==> src/rtl/div_pkg.sv <==
// div_pkg: shared FSM state type, default width and counter sizing for the divider
package div_pkg;
  typedef enum logic [1:0] {IDLE = 2'd0, RUN = 2'd1, DONE = 2'd2} state_t;
  localparam int DIV_WIDTH_DEFAULT = 4;
  function automatic int cnt_w(input int w);
    int n;
    n = 0;
    for (int i = 0; i < 32; i++) if ((1 << i) < w + 1) n = i + 1;
    return n;
  endfunction
endpackage

==> src/rtl/seq_restoring_divider_if.sv <==
// seq_restoring_divider_if: start/operand/result bundle for the divider
interface seq_restoring_divider_if #(parameter int WIDTH = div_pkg::DIV_WIDTH_DEFAULT);
  logic start;
  logic [WIDTH-1:0] dividend, divisor, quotient, remainder;
  logic busy, done, div_by_zero;
  modport master (output start, dividend, divisor, input busy, done, quotient, remainder, div_by_zero);
  modport slave (input start, dividend, divisor, output busy, done, quotient, remainder, div_by_zero);
endinterface

==> src/rtl/rbs_nbit.sv <==
// rbs_nbit: ripple-borrow subtractor a-b built from full-adder cells (b inverted, carry-in 1)
module rbs_nbit #(parameter int WIDTH = 5) (
  input  logic [WIDTH-1:0] a,
  input  logic [WIDTH-1:0] b,
  output logic [WIDTH-1:0] diff,
  output logic             borrow
);
  logic [WIDTH:0] c;
  assign c[0] = 1'b1;
  for (genvar i = 0; i < WIDTH; i++) begin : g_fa
    assign diff[i] = a[i] ^ ~b[i] ^ c[i];
    assign c[i+1] = (a[i] & ~b[i]) | (c[i] & (a[i] ^ ~b[i]));
  end
  assign borrow = ~c[WIDTH];
endmodule

==> src/rtl/seq_restoring_divider.sv <==
// seq_restoring_divider: one-quotient-bit-per-clock restoring divider; DIV_SIGNED_EN selects two's complement operands
module seq_restoring_divider import div_pkg::*; #(parameter int WIDTH = DIV_WIDTH_DEFAULT) (
  input logic clk,
  input logic rst,
  seq_restoring_divider_if.slave bus
);
  localparam int CW = cnt_w(WIDTH);
  state_t st;
  logic [CW-1:0] cnt;
  logic [WIDTH-1:0] dvd, dvs, prem, prem_n, q_n, q_fin, r_fin, a_in, b_in;
  logic [WIDTH:0] shifted, diff;
  logic borrow, diff_top_unused;
  // dvd doubles as the quotient register: dividend bits leave at the top, quotient bits enter at the bottom
  assign shifted = {prem, dvd[WIDTH-1]};
  rbs_nbit #(.WIDTH(WIDTH + 1)) u_sub (.a(shifted), .b({1'b0, dvs}), .diff(diff), .borrow(borrow));
  assign diff_top_unused = diff[WIDTH];
  assign prem_n = borrow ? shifted[WIDTH-1:0] : diff[WIDTH-1:0];
  assign q_n = {dvd[WIDTH-2:0], ~borrow};
`ifdef DIV_SIGNED_EN
  logic sq, sr;
  assign a_in = bus.dividend[WIDTH-1] ? -bus.dividend : bus.dividend;
  assign b_in = bus.divisor[WIDTH-1] ? -bus.divisor : bus.divisor;
  assign q_fin = sq ? -q_n : q_n;
  assign r_fin = sr ? -prem_n : prem_n;
`else
  assign a_in = bus.dividend;
  assign b_in = bus.divisor;
  assign q_fin = q_n;
  assign r_fin = prem_n;
`endif
  always_ff @(posedge clk) begin
    if (rst) begin
      st <= IDLE;
      cnt <= '0;
      dvd <= '0;
      dvs <= '0;
      prem <= '0;
      bus.busy <= 1'b0;
      bus.done <= 1'b0;
      bus.quotient <= '0;
      bus.remainder <= '0;
      bus.div_by_zero <= 1'b0;
    end else begin
      bus.done <= 1'b0;
      if (st == RUN) begin
        prem <= prem_n;
        dvd <= q_n;
        cnt <= cnt - CW'(1);
        if (cnt == CW'(1)) begin
          st <= DONE;
          bus.busy <= 1'b0;
          bus.done <= 1'b1;
          bus.quotient <= q_fin;
          bus.remainder <= r_fin;
          bus.div_by_zero <= 1'b0;
        end
      end else begin
        st <= IDLE;
        if (bus.start && bus.divisor == '0) begin
          st <= DONE;
          bus.done <= 1'b1;
          bus.quotient <= '1;
          bus.remainder <= bus.dividend;
          bus.div_by_zero <= 1'b1;
        end else if (bus.start) begin
          st <= RUN;
          bus.busy <= 1'b1;
          dvd <= a_in;
          dvs <= b_in;
          prem <= '0;
          cnt <= CW'(WIDTH);
`ifdef DIV_SIGNED_EN
          sq <= bus.dividend[WIDTH-1] ^ bus.divisor[WIDTH-1];
          sr <= bus.dividend[WIDTH-1];
`endif
        end
      end
    end
  end
endmodule

==> src/flat_wrapper.sv <==
// flat-port wrapper written by rule: the top's interface ports become plain ports
module seq_restoring_divider_flat import div_pkg::*;
#(parameter int WIDTH = DIV_WIDTH_DEFAULT)
  (clk, rst, bus_start, bus_dividend, bus_divisor, bus_busy, bus_done, bus_quotient, bus_remainder, bus_div_by_zero);
  seq_restoring_divider_if #(.WIDTH(WIDTH)) bus_i ();
  input logic clk;
  input logic rst;
  input wire logic [$bits(bus_i.start)-1:0] bus_start;
  input wire logic [$bits(bus_i.dividend)-1:0] bus_dividend;
  input wire logic [$bits(bus_i.divisor)-1:0] bus_divisor;
  output wire logic [$bits(bus_i.busy)-1:0] bus_busy;
  output wire logic [$bits(bus_i.done)-1:0] bus_done;
  output wire logic [$bits(bus_i.quotient)-1:0] bus_quotient;
  output wire logic [$bits(bus_i.remainder)-1:0] bus_remainder;
  output wire logic [$bits(bus_i.div_by_zero)-1:0] bus_div_by_zero;
  assign bus_i.start = bus_start;
  assign bus_i.dividend = bus_dividend;
  assign bus_i.divisor = bus_divisor;
  assign bus_busy = bus_i.busy;
  assign bus_done = bus_i.done;
  assign bus_quotient = bus_i.quotient;
  assign bus_remainder = bus_i.remainder;
  assign bus_div_by_zero = bus_i.div_by_zero;
  seq_restoring_divider #(.WIDTH(WIDTH)) u_core (.clk(clk), .rst(rst), .bus(bus_i));
endmodule
==> config.mk <==
export PLATFORM = sky130hd
export DESIGN_NAME = seq_restoring_divider_flat
export DESIGN_NICKNAME = d
export VERILOG_FILES = /design/src/rtl/div_pkg.sv /design/src/rtl/seq_restoring_divider_if.sv /design/src/rtl/rbs_nbit.sv /design/src/rtl/seq_restoring_divider.sv /design/src/flat_wrapper.sv
export SDC_FILE = /design/constraint.sdc
export NUM_CORES = 1
export LEC_CHECK = 0
export CORE_MARGIN = 5
export CORE_UTILIZATION = 55
export CTS_CLUSTER_DIAMETER = 200
export DETAILED_ROUTE_END_ITERATION = 12
export PLACE_DENSITY = 0.86
export SKIP_LAST_GASP = 1
export SLEW_MARGIN = 20
export SYNTH_ARGS = -nofsm -noshare
export SYNTH_HDL_FRONTEND = slang
export SYNTH_HIERARCHICAL = 1
export SYNTH_SLANG_ARGS = --single-unit
==> constraint.sdc <==
create_clock -name clk -period 3.2 [get_ports clk]
set_input_delay 0.64 -clock clk [delete_from_list [all_inputs] [get_ports clk]]
set_output_delay 0.64 -clock clk [all_outputs]
set_load 0.02 [all_outputs]
==> impl_results.md, run 1 <==
* Endpoints failing setup at 0
* Vias at approximately 2200
* Aggregate global-route resource usage at 0.196
* Kind of end point of the critical path: flop
* Placed Instance Area at 2930 um^2
* Leading cell type in the layout, fill and taps excluded: sky130_fd_sc_hd__dfxtp_1
* Comb power frac at 0.292
* Initial antenna violation count at 0
* Number of nets in the layout at 343
* DRT Wirelength at 5790 um
* CP Launch Type: flop
* Commonest non-fill, non-tap cells in the layout: sky130_fd_sc_hd__dfxtp_1, sky130_fd_sc_hd__nor2_1, sky130_fd_sc_hd__clkdlybuf4s50_1, sky130_fd_sc_hd__nor3_1, sky130_fd_sc_hd__xnor2_1
* Internal power consumption at ~1.4 mW
* Cell count after synthesis at 302
* Fin Clk Skew at 0.00561 ns
* Fraction of final layout cells with drive strength greater than 1 at 0.0939
* Power dissipated by switching net loads at 0.694 mW
* Largest net degree at the start of global routing at 30
* Boundary Pins at 22
* Signal arrival time at the worst endpoint at 3.27 ns
* Clock Power Share at 0.299
* Root buffer cell: sky130_fd_sc_hd__clkbuf_8
* Longest individual stage delay on the worst path at 0.44 ns
* Clock transition at the registers of the reported paths at 0.06 ns
* Overflow left after global routing at 0
* Worst path required time at 3.41 ns
* Series of cell instances along the critical path: inv_1 > ha_1 > fa_1 > fa_1 > fa_1 > fa_2 > mux2i_1 > nor2_1 > a21o_1 > mux2i_1 > nor2_1
* Post-synthesis net count at 320
* Setup Total Neg Slack at 0 ns
* CTS Buf Count at 9
* First-pass GRT wire length at 9520 um
* Number of H-tree levels at 3
* Critical Path Fanout Max at 6
* Number of global-route vias before repair at around 2100
* Maximum buffer depth of the clock tree at 2
* Overall power of the completed layout at about 2.1 mW
* DRC violations left at 0
* Share of power burned in registers at 0.408
* Placed wire-length estimate after detailed placement at 3860 um
* Number of DRC markers in iteration 0 at 156
* Cells on worst reg2reg path at 11
* Max Transition Viols Final at 0
* Router iterations before antenna repair at 4
* Class of the worst hold path: reg2reg
* Final ANT Viol Nets at 0
* Die X-Extent at ~79 um
* Type of the worst setup path: reg2reg
* Sw frac at 0.330
* Max-capacitance violation count at 0
* Layout-stage area growth over the synthesis result at 17.6%
* Via-to-Cell Ratio at 5.78
* Maximum clock frequency at around 330 MHz
* Latest clock arrival within the worst-skew pair at between 0.3 and 0.4 ns
* Outcome: completed
* Worst-Margin Slew at around 0.53 ns
* Number of clock sinks at 57
* Cell depth of the worst hold path at 2
* Mean instance size in the synthesized netlist at ~9 um^2
* Core Box Area at between 4000 and 5000 um^2
* Slowest cell on the critical path: sky130_fd_sc_hd__fa_2
* Standby leakage power at 1.20 nW
* VDD IR max at 0.000566 V
* Number of synthesis warnings at 6
* # rows at 25
* Die Area at ~6300 um^2
* Total non-filler cell area in the finished layout at about 3100 um^2
* Number of I/O port buffers at 21
* CP most frequent cell: sky130_fd_sc_hd__fa_1
* Vertical extent of the die at 79.5 um
* CTS tree: yes
* Min Clock Period, post-route at 3.05 ns
* Endpoints failing hold at 0
* Final cycle utilization of the critical path at 0.954
* Diodes inserted at 0
* RSZ-0062 raised after global routing: no
* Summed instance area of the synthesized netlist at 2660 um^2
* RD Place Congestion at approximately 0.85
* Relative slew slack at 0.645
* Routed wirelength normalized by instance count at 15.1 um
* Starting utilization of the core area at 0.566
* Power per unit of standard cell area at 673 nW/um^2
state kept, by name, indices dropped and copies added, names as in the netlist:
name and cells:
u_core/bus.quotient 4, u_core/bus.div_by_zero 1, u_core/bus.busy 1, u_core/prem 4, u_core/st 2, u_core/dvd 4, u_core/cnt 32, u_core/dvs 4
u_core/bus.remainder 4, u_core/bus.done 1
worst max-delay path: cells and delay by family, from the launching register on:
kind	cells	cell delay [ns]
adders and majority gates	5	1.86
DFF	1	0.36
and+or+nand+nor	2	0.14
AOI/OAI and AO/OA	1	0.16
buffers and inverters	1	0.06
muxes	2	0.36
metrics by stage:
stage,cells,setup WS (ns),utilization,hold WS [ns]
after global placement,368,0.268,0.624,0.461
after global routing,384,0.0461,0.666,0.495
after floorplan,302,0.324,-,0.446
final,384,0.146,0.666,0.470
after detailed placement,368,0.0868,0.624,0.464
after CTS,384,0.0764,0.665,0.475
area by class of cell:
class,count,area (um^2)
fillers,377,1570
clock buffers,14,183
multi-input cells,216,1410
clock inverters,2,10.0
inverters,12,45.0
well taps,54,67.6
flip-flops and latches,57,1140
repair buffers,29,270
per-layer routing:
metal	routed length (um)	vias to the layer above	GRT usage
li1	-	1097	-
met3	275	8	0.0643
met4	74	0	0.0945
met2	2790	51	0.304
met5	0	-	0
met1	2640	1062	0.244
worst paths after layout:
| path | start | to | slack, ns |
|---|---|---|---|
| max | u_core/dvd[3] | u_core/bus.remainder[0] | 0.15 |
| min | u_core/bus.div_by_zero | u_core/bus.div_by_zero | 0.47 |
| max reg2reg | u_core/dvd[3] | u_core/bus.remainder[0] | 0.15 |
| min reg2reg | u_core/bus.div_by_zero | u_core/bus.div_by_zero | 0.47 |
power groups by stage:
stage | registers [mW] | clock network, mW | logic [mW]
2_1_floorplan | 0.862 | 0 | 0.477
3_5_place_dp | 0.873 | 0 | 0.599
3_3_place_gp | 0.868 | 0 | 0.585
4_1_cts | 0.859 | 0.644 | 0.608
6_report | 0.859 | 0.630 | 0.615
5_1_grt | 0.872 | 0.677 | 0.684
repair_timing:
action,in CTS,in global routing
buffers inserted,0,0
hold buffers,0,0
endpoints found under the setup margin,0,2
resized for setup,0,1
No activity file was read; power rests on OpenSTA's default activity.
==> run 2, diff against run 1 <==
CELL_PAD_IN_SITES_DETAIL_PLACEMENT = 1   (was default)
CELL_PAD_IN_SITES_GLOBAL_PLACEMENT = 1   (was default)
CORE_UTILIZATION = 44   (was 55)
PLACE_DENSITY = 0.89   (was 0.86)
TNS_END_PERCENT = 20   (was default)
==> run 2 against run 1 <==
Effect of this change:
- count of clock-buffer cells in the layout decreased by 3
- register-to-register slack improved by 0.02 ns
- cell count rose by 5.5%
- first-iteration DRC count down 27%
- non-clock buffer count unchanged
- power is 8.1% higher
- clock skew is 0.0023 ns higher
- sequential cell count unchanged
- sequential power up 0.6%
- core utilization down 12 points
- sequential share of layout area is 0.72 points lower
- critical endpoint is now u_core/bus.remainder[1]
==> impl_results.md, run 2 (synthesis gave the netlist of run 1 again) <==
* Die X-Extent at 87.7 um (was 79.5 um)
* Endpoints failing hold at 0 (unchanged)
* Power per unit of standard cell area at 713 nW/um^2 (was 673 nW/um^2)
* Worst-Margin Slew at 0.562 ns (was 0.533 ns)
* Class of the worst hold path: reg2reg (unchanged)
* Clock transition at the registers of the reported paths at 0.07 ns (was 0.06 ns)
* Maximum buffer depth of the clock tree at 2 (unchanged)
* DRT Wirelength at 7020 um (was 5790 um)
* Kind of end point of the critical path: flop (unchanged)
* CTS Buf Count at 9 (unchanged)
* Critical Path Fanout Max at 6 (unchanged)
* Number of H-tree levels at 3 (unchanged)
* Layout-stage area growth over the synthesis result at 20.1% (was 17.6%)
* Flip-flop count of the largest register after layout at 32 (unchanged)
* Number of DRC markers in iteration 0 at 114 (was 156)
* Worst path required time at 3.42 ns (was 3.41 ns)
* Min Clock Period, post-route at 3.03 ns (was 3.05 ns)
* Router iterations before antenna repair at 4 (unchanged)
* Cells on worst reg2reg path at 11 (unchanged)
* Overall power of the completed layout at 2.27 mW (was 2.10 mW)
* Number of placed instances with taps included at 389 (was 368)
* Vertical extent of the die at 87.7 um (was 79.5 um)
* Filler cells at 676 (was 377)
* Fin cells at 405 (was 384)
* Initial antenna violation count at 0 (unchanged)
* Fin Clk Skew at 0.00790 ns (was 0.00561 ns)
* RSZ-0062 raised after global routing: no (unchanged)
* Root buffer cell: sky130_fd_sc_hd__clkbuf_8 (unchanged)
* # rows at 28 (was 25)
* Outcome: completed (unchanged)
* Number of global-route vias before repair at 2438 (was 2097)
* Final ANT Viol Nets at 0 (unchanged)
* Worst Hold Slack at 0.495 ns (was 0.470 ns)
* Maximum clock frequency at 330 MHz (was 327 MHz)
* Starting utilization of the core area at 0.451 (was 0.566)
* VDD IR max at 0.000448 V (was 0.000566 V)
* Cell depth of the worst hold path at 2 (unchanged)
* CP Launch Type: flop (unchanged)
* Top reg by flops: u_core/cnt (unchanged)
* DRC violations left at 0 (unchanged)
* Max Transition Viols Final at 0 (unchanged)
* Leading cell type in the layout, fill and taps excluded: sky130_fd_sc_hd__dfxtp_1 (unchanged)
* Max-capacitance violation count at 0 (unchanged)
* Die Area at 7690 um^2 (was 6320 um^2)
* Routed wirelength normalized by instance count at 17.3 um (was 15.1 um)
* Endpoints failing setup at 0 (unchanged)
* Overflow left after global routing at 0 (unchanged)
* Vias at 2243 (was 2218)
* Via-to-Cell Ratio at 5.54 (was 5.78)
* Commonest non-fill, non-tap cells in the layout: sky130_fd_sc_hd__dfxtp_1, sky130_fd_sc_hd__nor2_1, sky130_fd_sc_hd__clkdlybuf4s50_1, sky130_fd_sc_hd__nor3_1, sky130_fd_sc_hd__xnor2_1 (unchanged)
* Relative slew slack at 0.625 (was 0.645)
* Standby leakage power at 1.21 nW (was 1.20 nW)
* Type of the worst setup path: reg2reg (unchanged)
* CTS tree: yes (unchanged)
* Final cycle utilization of the critical path at 0.948 (was 0.954)
* Fraction of final layout cells with drive strength greater than 1 at 0.103 (was 0.0939)
* Number of clock sinks at 57 (unchanged)
* Aggregate global-route resource usage at 0.196 (about the same)
* Number of nets in the layout at 343 (unchanged)
* Placed wire-length estimate after detailed placement at 4920 um (was 3860 um)
* First-pass GRT wire length at 11700 um (was 9520 um)
* RD Place Congestion at 0.750 (was 0.847)
* Latest clock arrival within the worst-skew pair at 0.34 ns (was 0.33 ns)
* Setup Total Neg Slack at 0 ns (unchanged)
* Signal arrival time at the worst endpoint at 3.25 ns (was 3.27 ns)
* Largest net degree at the start of global routing at 30 (unchanged)
* Boundary Pins at 22 (unchanged)
* Diodes inserted at 0 (unchanged)
* Core Box Area at 5890 um^2 (was 4690 um^2)
* Number of I/O port buffers at 21 (unchanged)
## run 2: final cells by class
class / count / area, um^2 / share of cell area
Clock buffer: 11 / 151 / 0.0475
Sequential cell: 57 / 1140 / 0.358
Timing Repair Buffer: 29 / 270 / 0.0847
Clock inverter: 5 / 77.6 / 0.0243
Inverter: 12 / 45.0 / 0.0141
Multi-Input combinational cell: 216 / 1410 / 0.442
Tap cell: 75 / 93.8 / 0.0294
## run 2: final timing paths
| check | slack (ns) | startpoint | endpoint |
|---|---|---|---|
| min reg2reg | 0.50 | u_core/dvd[2] | u_core/dvd[2] |
| max | 0.17 | u_core/dvd[3] | u_core/bus.remainder[1] |
| min | 0.50 | u_core/dvd[2] | u_core/dvd[2] |
| max reg2reg | 0.17 | u_core/dvd[3] | u_core/bus.remainder[1] |
## run 2: worst max-delay path, stage by stage, from the launching register on
cell                      delay (ns)
sky130_fd_sc_hd__dfxtp_2        0.35
sky130_fd_sc_hd__inv_1          0.05
sky130_fd_sc_hd__ha_1           0.22
sky130_fd_sc_hd__fa_1           0.38
sky130_fd_sc_hd__fa_1           0.42
sky130_fd_sc_hd__fa_2           0.39
sky130_fd_sc_hd__fa_2           0.46
sky130_fd_sc_hd__mux2i_1        0.18
sky130_fd_sc_hd__nor2_1         0.08
sky130_fd_sc_hd__a21o_1         0.18
sky130_fd_sc_hd__mux2i_1        0.14
sky130_fd_sc_hd__nor2_1         0.06
## run 2: through the flow
stage / util / cell area (um^2) / setup slack [ns]
2_1_floorplan: - / 2660 / 0.324
3_3_place_gp: 0.502 / 2960 / 0.258
3_5_place_dp: 0.502 / 2960 / 0.0473
4_1_cts: 0.541 / 3180 / 0.0287
5_1_grt: 0.542 / 3190 / 0.0343
6_report: 0.542 / 3190 / 0.168
## run 2: metal layers
metal / share of wire / track usage
met1: 0.46 / 0.233
met4: 0.012 / 0.0837
met3: 0.031 / 0.0564
met5: 0 / 0
met2: 0.50 / 0.330
## run 2: power breakdown
part	leakage (nW)	internal, mW	switching (mW)
Sequential	0.465	0.786	0.0783
Combinational	0.632	0.263	0.376
Clock	0.115	0.478	0.292
## run 2: timing repair
item | CTS | global route
setup endpoints to repair | 0 | 4
buffers inserted | 0 | 0
gates resized for setup | 0 | 3
hold buffers | 0 | 0
==> run 3, diff against run 2 <==
SYNTH_HIERARCHICAL = default   (was 1)
==> run 3 against run 2 <==
Effect of this change:
- critical path depth is 1 lower
- highest routed layer unchanged
- sequential power is 0.8% higher
- sequential cell count stayed put
- critical path type unchanged
- global-route usage is 0.75 points lower
==> impl_results.md, run 3 <==
* Routed wirelength normalized by instance count at 15.8 um (was 17.3 um)
* DRC violations left at 0 (unchanged)
* Number of synthesized flops with an enable pin at 0
* Depth of the critical timing path with buffers and inverters included at 10 (was 11)
* Longest individual stage delay on the worst path at 0.42 ns (was 0.46 ns)
* Slowest cell on the critical path: sky130_fd_sc_hd__a211oi_1 (was sky130_fd_sc_hd__fa_2)
* Die Area at 7700 um^2 (was 7690 um^2)
* Worst reg2reg endpoint: u_core.bus.remainder[0] (was u_core/bus.remainder[1])
* Simple-gate share of the synthesized area at 0.267
* Share of synthesized flip-flops with an asynchronous set or reset at 0
* Most frequently used flop master after synthesis: sky130_fd_sc_hd__dfxtp_1
* Latest clock arrival within the worst-skew pair at 0.33 ns (was 0.34 ns)
* Proportion of synthesized area in mux cells at 0
* Fin Clk Skew at 0.00854 ns (was 0.00790 ns)
* Number of synthesis warnings at 0 (was 6)
* Power per unit of standard cell area at 743 nW/um^2 (was 713 nW/um^2)
* Area share of xor/xnor cells in the synthesized design at 0.0889
* Vias at 2220 (was 2243)
* Number of nets in the layout at 339 (was 343)
* Signal arrival time at the worst endpoint at 3.22 ns (was 3.25 ns)
* Outcome: completed (unchanged)
* Adder-Cell Fraction of Synth Area at 0.0367
* R2r setup slk at 0.22 ns (was 0.17 ns)
* Number of H-tree levels at 3 (unchanged)
* Post-layout util at 0.526 (was 0.542)
* Kind of end point of the critical path: flop (unchanged)
* Combined buffer and inverter count along the critical path at 1 (unchanged)
* Commonest non-fill, non-tap cells in the layout: sky130_fd_sc_hd__nor2_1, sky130_fd_sc_hd__dfxtp_1, sky130_fd_sc_hd__xnor2_1, sky130_fd_sc_hd__clkdlybuf4s50_1, sky130_fd_sc_hd__nor3_1 (was sky130_fd_sc_hd__dfxtp_1, sky130_fd_sc_hd__nor2_1, sky130_fd_sc_hd__clkdlybuf4s50_1, sky130_fd_sc_hd__nor3_1, sky130_fd_sc_hd__xnor2_1)
* Router iterations before antenna repair at 4 (unchanged)
* Mean instance size in the synthesized netlist at 8.81 um^2 (was 8.80 um^2)
* Worst path required time at 3.44 ns (was 3.42 ns)
* Series of cell instances along the critical path: inv_1 > ha_1 > fa_1 > fa_1 > fa_1 > nand2b_1 > nor2_1 > a211oi_1 > a221oi_2 > a211oi_1 (was inv_1 > ha_1 > fa_1 > fa_1 > fa_2 > fa_2 > mux2i_1 > nor2_1 > a21o_1 > mux2i_1 > nor2_1)
* Maximum clock frequency at 336 MHz (was 330 MHz)
* Class of the worst hold path: reg2reg (unchanged)
* Count of distinct cell types in the synthesized netlist at 45
* DRT Wirelength at 6340 um (was 7020 um)
* Number of I/O port buffers at 21 (unchanged)
* Via-to-Cell Ratio at 5.54 (about the same)
* Max-capacitance violation count at 0 (unchanged)
* Top cells by count, synth: sky130_fd_sc_hd__nor2_1, sky130_fd_sc_hd__dfxtp_1, sky130_fd_sc_hd__xnor2_1
* Fraction of final layout cells with drive strength greater than 1 at 0.120 (was 0.103)
* Top reg by flops: u_core.cnt (was u_core/cnt)
* Maximum buffer depth of the clock tree at 2 (unchanged)
* Number of clock sinks at 57 (unchanged)
* Leading cell type in the layout, fill and taps excluded: sky130_fd_sc_hd__nor2_1 (was sky130_fd_sc_hd__dfxtp_1)
* CTS tree: yes (unchanged)
* Setup Total Neg Slack at 0 ns (unchanged)
* Initial antenna violation count at 0 (unchanged)
* Gate family responsible for the most delay along the worst path: adder cells (unchanged)
* Sequential share of the synthesized area at 0.429
* Final cycle utilization of the critical path at 0.930 (was 0.948)
* Library cell with the largest summed area after synthesis: sky130_fd_sc_hd__dfxtp_1
* CTS Buf Count at 9 (unchanged)
* Endpoints failing hold at 0 (unchanged)
* Post-synthesis net count at 319 (was 320)
* Post-CTS setup buffer count at 0 (unchanged)
* Start point of the critical path: u_core.dvd[3] (was u_core/dvd[3])
* Overflow left after global routing at 0 (unchanged)
* Vertical extent of the die at 87.8 um (was 87.7 um)
* Post-cts sizing count at 0 (unchanged)
* Dominant combinational cell family by area after synthesis: simple AND/OR/NAND/NOR gates
* Standby leakage power at 1.13 nW (was 1.21 nW)
* Fraction of synthesized cell area taken by the top area cell type at 0.429
* Number of storage elements in the synthesis netlist at 57
* Boundary Pins at 22 (unchanged)
* Largest net degree at the start of global routing at 31 (was 30)
* Layout-stage area growth over the synthesis result at 16.4% (was 20.1%)
* Critical path endpoint: u_core.bus.remainder[0] (was u_core/bus.remainder[1])
* Core Box Area at 5890 um^2 (unchanged)
* RSZ-0062 raised after global routing: no (unchanged)
* Max Transition Viols Final at 0 (unchanged)
* VDD IR max at 0.000507 V (was 0.000448 V)
* Type of the worst setup path: reg2reg (unchanged)
* Number of DRC markers in iteration 0 at 117 (was 114)
* Compound-Gate Fraction of Synth Area at 0.124
* Worst-Margin Slew at 0.540 ns (was 0.562 ns)
* CP most frequent cell: sky130_fd_sc_hd__fa_1
* # rows at 28 (unchanged)
* RD Place Congestion at 0.817 (was 0.750)
* Final ANT Viol Nets at 0 (unchanged)
* Fin cells at 401 (was 405)
* Number of global-route vias before repair at 2373 (was 2438)
* Diodes inserted at 0 (unchanged)
* First-pass GRT wire length at 11300 um (was 11700 um)
* Hold-fix buffers at CTS at 0 (unchanged)
* Cells on worst reg2reg path at 10 (was 11)
* Reg2reg start: u_core.dvd[3] (was u_core/dvd[3])
* Die X-Extent at 87.8 um (was 87.7 um)
* Flip-flop count of the largest register after layout at 32 (unchanged)
* Leading cell types by total area after synthesis: sky130_fd_sc_hd__dfxtp_1, sky130_fd_sc_hd__nor2_1, sky130_fd_sc_hd__xnor2_1
* Endpoints failing setup at 0 (unchanged)
* Root buffer cell: sky130_fd_sc_hd__clkbuf_8 (unchanged)
* Critical Path Fanout Max at 10 (was 6)
* Clock transition at the registers of the reported paths at 0.07 ns (about the same)
* Number of placed instances with taps included at 386 (was 389)
* Min Clock Period, post-route at 2.98 ns (was 3.03 ns)
* Aggregate global-route resource usage at 0.189 (was 0.196)
* Summed instance area of the synthesized netlist at 2660 um^2 (about the same)
* Worst Hold Slack at 0.466 ns (was 0.495 ns)
* Most frequently used cell type in the post-synthesis netlist: sky130_fd_sc_hd__nor2_1
* Relative slew slack at 0.637 (was 0.625)
* Cell count after synthesis at 302 (unchanged)
* Starting utilization of the core area at 0.452 (was 0.451)
* Placed wire-length estimate after detailed placement at 4430 um (was 4920 um)
* CP Launch Type: flop (unchanged)
-- run 3: through the flow --
stage               power (mW)  worst slack, ns  instance area, um^2
floorplan                 1.42            0.700                 2660
global placement          1.56            0.542                 2880
detailed placement        1.60            0.292                 2880
CTS                       2.33            0.264                 3100
global route              2.47            0.101                 3100
finish                    2.30            0.223                 3100
-- run 3: cell families after synthesis --
group / count (synthesis)
buf+inv: 24
flops: 57
xor+xnor: 27
compound gates: 42
simple gates: 146
fa+ha+maj: 6
-- run 3: how the worst min path moves through the flow --
stage | start | slack, ns | to | cells past startpoint
after floorplan | u_core.dvs[0] | 0.44 | u_core.dvs[0] | 2
after global placement | u_core.dvs[0] | 0.45 | u_core.dvs[0] | 2
after detailed placement | u_core.dvs[0] | 0.46 | u_core.dvs[0] | 2
after CTS | u_core.dvs[0] | 0.47 | u_core.dvs[0] | 2
after global routing | u_core.dvs[0] | 0.50 | u_core.dvs[0] | 2
final | u_core.dvs[0] | 0.47 | u_core.dvs[0] | 2
-- run 3: layout make-up --
type                    instances  area (um^2)
well taps                      75         93.8
clock buffers                  13          179
clock inverters                 2         35.0
flip-flops and latches         57         1140
multi-input cells             221         1370
fillers                       716         2790
inverters                       7         26.3
repair buffers                 26          248
-- run 3: worst register-to-register path, delay by kind of cell (launching register included) --
family | cells | cell delay (ns)
AOI/OAI and AO/OA | 3 | 0.72
adders and majority gates | 4 | 1.36
and+or+nand+nor | 2 | 0.39
DFF | 1 | 0.36
buffers and inverters | 1 | 0.07
-- run 3: power breakdown --
group          leakage [nW]  switching [mW]  internal [mW]
clock                 0.112           0.270          0.439
sequential            0.465          0.0769          0.794
combinational         0.550           0.416          0.307
total                  1.13           0.763           1.54
-- run 3: layer usage --
metal  global-route usage  wire length (um)  vias up  part of all wire
li1                     -                 -     1092                 -
met1                0.231              2790     1090              0.44
met2                0.317              3270       32              0.52
met3               0.0489               220        6             0.035
met4               0.0711                61        0            0.0096
met5                    0                 0        -                 0
